==> src/rtl/apb_cmd_master_pkg.sv <==
// Shared types for the APB command master: FSM encoding and the captured-command record.
// The capture record is sized for the widest supported bus; narrower top-level widths use the low bits.
package apb_cmd_master_pkg;

  localparam int CMD_DATA_W = 32;
  localparam int CMD_ADDR_W = 32;
  localparam int CMD_STRB_W = CMD_DATA_W / 8;

  typedef enum logic [1:0] {
    IDLE,
    SETUP,
    ACCESS,
    RESP
  } state_t;

  typedef struct packed {
    logic                  write;
    logic [CMD_ADDR_W-1:0] addr;
    logic [CMD_DATA_W-1:0] wdata;
    logic [CMD_STRB_W-1:0] strb;
    logic [2:0]            prot;
  } cmd_t;

endpackage

==> src/rtl/apb_timeout_cnt.sv <==
// ACCESS wait-state counter: hit is high once G_TIMEOUT un-ready cycles have elapsed since clear.
// Combinational hit from a registered count; G_TIMEOUT=0 ties hit low and removes the counter.
module apb_timeout_cnt #(
  parameter int G_TIMEOUT = 16
) (
  input  logic clk,
  input  logic rst,
  input  logic clear,
  input  logic enable,
  output logic hit
);

  if (G_TIMEOUT == 0) begin : g_off
    logic unused_inputs;
    assign unused_inputs = ^{clk, rst, clear, enable};
    assign hit           = 1'b0;
  end else begin : g_cnt
    localparam int CW = $clog2(G_TIMEOUT + 1);

    logic [CW-1:0] cnt_q, cnt_d;

    always_comb begin
      cnt_d = cnt_q;
      if (clear) begin
        cnt_d = '0;
      end else if (enable && (cnt_q != CW'(G_TIMEOUT))) begin
        cnt_d = cnt_q + CW'(1);
      end
    end

    always_ff @(posedge clk or negedge rst) begin
      if (!rst) begin
        cnt_q <= '0;
      end else begin
        cnt_q <= cnt_d;
      end
    end

    assign hit = (cnt_q == CW'(G_TIMEOUT));
  end

endmodule

==> src/rtl/apb_cmd_master.sv <==
// APB4 requester: one valid/ready command becomes one SETUP/ACCESS transfer; 3 cycles handshake-to-response plus wait states.
// Single outstanding transfer: cmd_ready stays low until the registered response is taken with rsp_ready.
module apb_cmd_master
  import apb_cmd_master_pkg::*;
#(
  parameter int G_REGWIDTH   = 32,
  parameter int G_ADDR_WIDTH = 32,
  parameter int G_TIMEOUT    = 16
) (
  input  logic                      clk,
  input  logic                      rst,
  input  logic                      cmd_valid,
  output logic                      cmd_ready,
  input  logic                      cmd_write,
  input  logic [G_ADDR_WIDTH-1:0]   cmd_addr,
  input  logic [G_REGWIDTH-1:0]     cmd_wdata,
  input  logic [G_REGWIDTH/8-1:0]   cmd_strb,
  input  logic [2:0]                cmd_prot,
  output logic                      rsp_valid,
  input  logic                      rsp_ready,
  output logic [G_REGWIDTH-1:0]     rsp_rdata,
  output logic                      rsp_slverr,
  output logic                      rsp_timeout,
  output logic                      m_apb_psel,
  output logic                      m_apb_penable,
  output logic                      m_apb_pwrite,
  output logic [2:0]                m_apb_pprot,
  output logic [G_ADDR_WIDTH-1:0]   m_apb_paddr,
  output logic [G_REGWIDTH-1:0]     m_apb_pwdata,
  output logic [G_REGWIDTH/8-1:0]   m_apb_pstrb,
  input  logic                      m_apb_pready,
  input  logic                      m_apb_pslverr,
  input  logic [G_REGWIDTH-1:0]     m_apb_prdata
);

  localparam int STRB_W = G_REGWIDTH / 8;

  state_t                state_q, state_d;
  cmd_t                  cmd_q, cmd_d;
  logic                  cmd_ready_q, cmd_ready_d;
  logic                  psel_q, psel_d;
  logic                  penable_q, penable_d;
  logic                  rsp_valid_q, rsp_valid_d;
  logic [G_REGWIDTH-1:0] rsp_rdata_q, rsp_rdata_d;
  logic                  rsp_slverr_q, rsp_slverr_d;
  logic                  rsp_timeout_q, rsp_timeout_d;
  logic                  cnt_clr, cnt_en, cnt_hit;

  apb_timeout_cnt #(
    .G_TIMEOUT(G_TIMEOUT)
  ) u_timeout (
    .clk   (clk),
    .rst   (rst),
    .clear (cnt_clr),
    .enable(cnt_en),
    .hit   (cnt_hit)
  );

  always_comb begin
    state_d       = state_q;
    cmd_d         = cmd_q;
    rsp_valid_d   = rsp_valid_q;
    rsp_rdata_d   = rsp_rdata_q;
    rsp_slverr_d  = rsp_slverr_q;
    rsp_timeout_d = rsp_timeout_q;
    cnt_clr       = 1'b0;
    cnt_en        = 1'b0;

    case (state_q)
      IDLE: begin
        if (cmd_valid && cmd_ready_q) begin
          cmd_d                       = '0;
          cmd_d.write                 = cmd_write;
          cmd_d.addr[G_ADDR_WIDTH-1:0] = cmd_addr;
          cmd_d.wdata[G_REGWIDTH-1:0] = cmd_wdata;
          // Reads never present byte strobes on the bus.
          cmd_d.strb[STRB_W-1:0]      = cmd_write ? cmd_strb : '0;
          cmd_d.prot                  = cmd_prot;
          cnt_clr                     = 1'b1;
          state_d                     = SETUP;
        end
      end
      SETUP: begin
        state_d = ACCESS;
      end
      ACCESS: begin
        // A completing pready outranks a timeout reached in the same cycle.
        if (m_apb_pready) begin
          rsp_rdata_d   = cmd_q.write ? '0 : m_apb_prdata;
          rsp_slverr_d  = m_apb_pslverr;
          rsp_timeout_d = 1'b0;
          rsp_valid_d   = 1'b1;
          state_d       = RESP;
        end else if (cnt_hit) begin
          rsp_rdata_d   = '0;
          rsp_slverr_d  = 1'b1;
          rsp_timeout_d = 1'b1;
          rsp_valid_d   = 1'b1;
          state_d       = RESP;
        end else begin
          cnt_en = 1'b1;
        end
      end
      RESP: begin
        if (rsp_ready) begin
          rsp_valid_d   = 1'b0;
          rsp_timeout_d = 1'b0;
          state_d       = IDLE;
        end
      end
      default: state_d = IDLE;
    endcase

    // Registered outputs are computed from the next state so they line up with it.
    cmd_ready_d = (state_d == IDLE);
    psel_d      = (state_d == SETUP) || (state_d == ACCESS);
    penable_d   = (state_d == ACCESS);
  end

  always_ff @(posedge clk or negedge rst) begin
    if (!rst) begin
      state_q       <= IDLE;
      cmd_q         <= '0;
      cmd_ready_q   <= 1'b0;
      psel_q        <= 1'b0;
      penable_q     <= 1'b0;
      rsp_valid_q   <= 1'b0;
      rsp_rdata_q   <= '0;
      rsp_slverr_q  <= 1'b0;
      rsp_timeout_q <= 1'b0;
    end else begin
      state_q       <= state_d;
      cmd_q         <= cmd_d;
      cmd_ready_q   <= cmd_ready_d;
      psel_q        <= psel_d;
      penable_q     <= penable_d;
      rsp_valid_q   <= rsp_valid_d;
      rsp_rdata_q   <= rsp_rdata_d;
      rsp_slverr_q  <= rsp_slverr_d;
      rsp_timeout_q <= rsp_timeout_d;
    end
  end

  assign cmd_ready     = cmd_ready_q;
  assign rsp_valid     = rsp_valid_q;
  assign rsp_rdata     = rsp_rdata_q;
  assign rsp_slverr    = rsp_slverr_q;
  assign rsp_timeout   = rsp_timeout_q;
  assign m_apb_psel    = psel_q;
  assign m_apb_penable = penable_q;
  assign m_apb_pwrite  = cmd_q.write;
  assign m_apb_pprot   = cmd_q.prot;
  assign m_apb_paddr   = cmd_q.addr[G_ADDR_WIDTH-1:0];
  assign m_apb_pwdata  = cmd_q.wdata[G_REGWIDTH-1:0];
  assign m_apb_pstrb   = cmd_q.strb[STRB_W-1:0];

endmodule

==> config.mk <==
export PLATFORM = sky130hd
export DESIGN_NAME = apb_cmd_master
export DESIGN_NICKNAME = d
export VERILOG_FILES = /design/src/rtl/apb_cmd_master_pkg.sv /design/src/rtl/apb_timeout_cnt.sv /design/src/rtl/apb_cmd_master.sv
export SDC_FILE = /design/constraint.sdc
export NUM_CORES = 1
export LEC_CHECK = 0
export ABC_AREA = 1
export BUFFER_PORTS_ARGS = -buffer_cell sky130_fd_sc_hd__buf_2
export CORE_UTILIZATION = 50
export CTS_CLUSTER_DIAMETER = 80
export DETAILED_ROUTE_END_ITERATION = 8
export GPL_TIMING_DRIVEN = 0
export PLACE_DENSITY = 0.85
export SYNTH_ARGS = -nofsm -noshare
export SYNTH_HDL_FRONTEND = slang
export SYNTH_HIERARCHICAL = 1
export SYNTH_SLANG_ARGS = --single-unit
==> constraint.sdc <==
create_clock -name clk -period 4.6 [get_ports clk]
set_input_delay 0.23 -clock clk [delete_from_list [all_inputs] [get_ports clk]]
set_output_delay 0.23 -clock clk [all_outputs]
set_load 0.05 [all_outputs]
==> impl_metrics.env <==
export IMPL_place_ws_ns=2.61
export IMPL_antenna_found_initial=0
export IMPL_viasPerCell=5.14
export IMPL_hp_class="primary input to flip-flop"
export IMPL_nNetsFinal=961
export IMPL_ys_seq_area_share_pct=62.0
export IMPL_dr_first_iter_drc_count=266
export IMPL_power_total_uw=5980
export IMPL_htreeDepth=4
export IMPL_tns_ns=0
export IMPL_rows=35
export IMPL_whs_ns=0.0131
export IMPL_grt_pass1_vias=5079
export IMPL_fillCellCount=520
export IMPL_rr_startpoint="u_timeout/g_cnt.cnt_q[0]"
export IMPL_rsz0062_at_grt="no"
export IMPL_min_from="m_apb_prdata[30]"
export IMPL_dieWidth_um=99.2
export IMPL_finalHoldViolations=0
export IMPL_wl_per_cell_um=16.2
export IMPL_start_util_pct=51.3
export IMPL_root_buffer="clkbuf_8"
export IMPL_syn_nets=640
export IMPL_grt_max_degree=76
export IMPL_synth_cell_types=21
export IMPL_grt_pass1_wl_mm=24.7
export IMPL_post_cts_buffers=0
export IMPL_finalMaxSlewViolations=0
export IMPL_cp_arrival_ns=2.39
export IMPL_startpoint_type="flip-flop"
export IMPL_cts_tree="built"
export IMPL_final_common_cell="nand2_1"
export IMPL_cts_num_sinks=117
export IMPL_drt_first_pass_iters=7
export IMPL_antenna_cells=0
export IMPL_worstMarginPinSlew_ns=0.554
export IMPL_syn_inst=526
export IMPL_dieArea_sq_um=9830
export IMPL_track_usage_pct=32.9
export IMPL_period_share_pct=43.8
export IMPL_syn_avg_cell_area_sq_um=8.97
export IMPL_final_setup_worst_slack_ns=2.59
export IMPL_ys_warnings_count=6
export IMPL_worst_setup_path_type="flip-flop to flip-flop"
export IMPL_die_y_um=99.2
export IMPL_required_ns=4.98
export IMPL_post_route_drc_count=0
export IMPL_layout_common_cells="nand2_1 (260), buf_2 (228), dfrtp_1 (117)"
export IMPL_fmax_mhz=496
export IMPL_path_max_fanout=10
export IMPL_cp_end_kind="flip-flop"
export IMPL_crit_start="u_timeout/g_cnt.cnt_q[0]"
export IMPL_syn_to_final_growth_pct=56.7
export IMPL_finClkSkew_ns=0.00843
export IMPL_maxCapViolations=0
export IMPL_outcome="complete, no violations"
export IMPL_drtAntennaViolNets=0
export IMPL_cts_path_max_buffers=2
export IMPL_setup_viol_count_final=0
export IMPL_port_buffers=218
export IMPL_hpwl_mm=8.89
export IMPL_gr_total_overflow=0
export IMPL_clk_latency_ns=0.50
export IMPL_power_density_nw_per_um2=808
export IMPL_synth_ff_latch_count=117
export IMPL_drive_gt1_share_pct=32.7
export IMPL_gp_congestion=0.765
export IMPL_peakVddDrop_mv=0.603
export IMPL_p_leak_uw=0.00412
export IMPL_coreArea_sq_um=9200
export IMPL_wirelength_mm=15.7
export IMPL_numCtsBuffers=17
export IMPL_clk_pin_slew_ns=0.06
export IMPL_netlist_area_sq_um=4720
export IMPL_fin_crit_ns=2.01
export IMPL_relSlewSlack_pct=63.1
export IMPL_reg2reg_slack_ns=2.59
export IMPL_io_pins=220
export IMPL_vias=4986
Yosys cell counts:
master,instances,area (sq um)
buf_4,5,37.5
clkbuf_1,10,37.5
nand3_1,39,195
nand2_1,260,976
nand3b_1,1,7.51
o21ai_0,28,140
inv_1,14,52.6
o21ai_1,10,50.1
buf_6,3,33.8
buf_2,11,55.1
bufinv_8,1,17.5
nand4_1,4,25.0
ha_1,4,50.1
nand2_2,3,18.8
o21ai_2,2,17.5
nand2_4,2,22.5
nor2_1,6,22.5
xnor2_1,1,8.76
dfrtp_1,117,2930
inv_2,3,11.3
nor2_2,2,12.5
critical path: stages (launching register included):
cell and delay (ns):
dfrtp_1 0.41, inv_1 0.12, ha_1 0.16, nand2_1 0.05, inv_1 0.07, nand2_2 0.08
inv_1 0.08, inv_1 0.04, nand2_1 0.08, nand2_2 0.10, buf_4 0.19, nand3_1 0.12
inv_1 0.08, ha_1 0.31
stage by stage:
stage	std cells	utilization, %	cell area, sq um
after floorplan	526	-	4720
after global placement	855	64.7	5950
after detailed placement	856	65.0	5980
after CTS	970	80.4	7400
after global routing	970	80.4	7400
final	970	80.4	7400
cell families (layout without fill, tap and decap cells):
| group | count (synthesis) | after routing | share of synthesized area [%] |
|---|---|---|---|
| AND/OR/NAND/NOR | 317 | 317 | 27.1 |
| buffers and inverters | 47 | 380 | 5.20 |
| adder cells (fa/ha/maj) | 4 | 4 | 1.06 |
| flip-flops | 117 | 117 | 62.0 |
| XOR/XNOR | 1 | 1 | 0.186 |
| AO/OA/AOI/OAI | 40 | 40 | 4.40 |
cell type report:
cell class | instances | area, sq um | area share [%]
flip-flops and latches | 117 | 2930 | 39.6
plain buffers | 29 | 164 | 2.22
inverters | 18 | 81.3 | 1.10
well taps | 111 | 139 | 1.88
clock inverters | 12 | 155 | 2.10
repair buffers | 302 | 1950 | 26.4
multi-input cells | 362 | 1550 | 20.9
clock buffers | 19 | 432 | 5.84
metal layers:
layer  routed length [um]  global-route usage (%)  vias up
met5                    0                       0        -
met4                  642                    17.8        0
met3                 1200                    8.50       60
met2                 7890                    56.4      291
met1                 5950                    38.2     2346
li1                     -                       -     2289
flip-flops by register name, indices dropped and copies added, names as in the netlist, 2 cells and up:
register               count
rsp_rdata                 32
m_apb_pprot                3
state_q                    2
u_timeout/g_cnt.cnt_q      5
m_apb_paddr               32
m_apb_pstrb                4
m_apb_pwdata              32
worst paths after layout:
| check | depth (start not counted) | end |
|---|---|---|
| max | 13 | m_apb_psel |
| min | 3 | rsp_rdata[30] |
| max reg2reg | 13 | m_apb_psel |
| min reg2reg | 2 | m_apb_pwdata[12] |
| max in group asynchronous | 3 | m_apb_paddr[19] |
| min in group asynchronous | 2 | rsp_rdata[14] |
report_power, final:
group | internal [uW] | leakage [uW] | switching [uW]
logic | 659 | 0.00235 | 2250
clock network | 836 | 0.000272 | 472
registers | 1480 | 0.00149 | 278
what timing repair did:
item	CTS	global route
hold endpoints to repair	124	0
hold buffers	83	0
gates resized for setup	0	0
No activity file was read; power rests on OpenSTA's default activity.
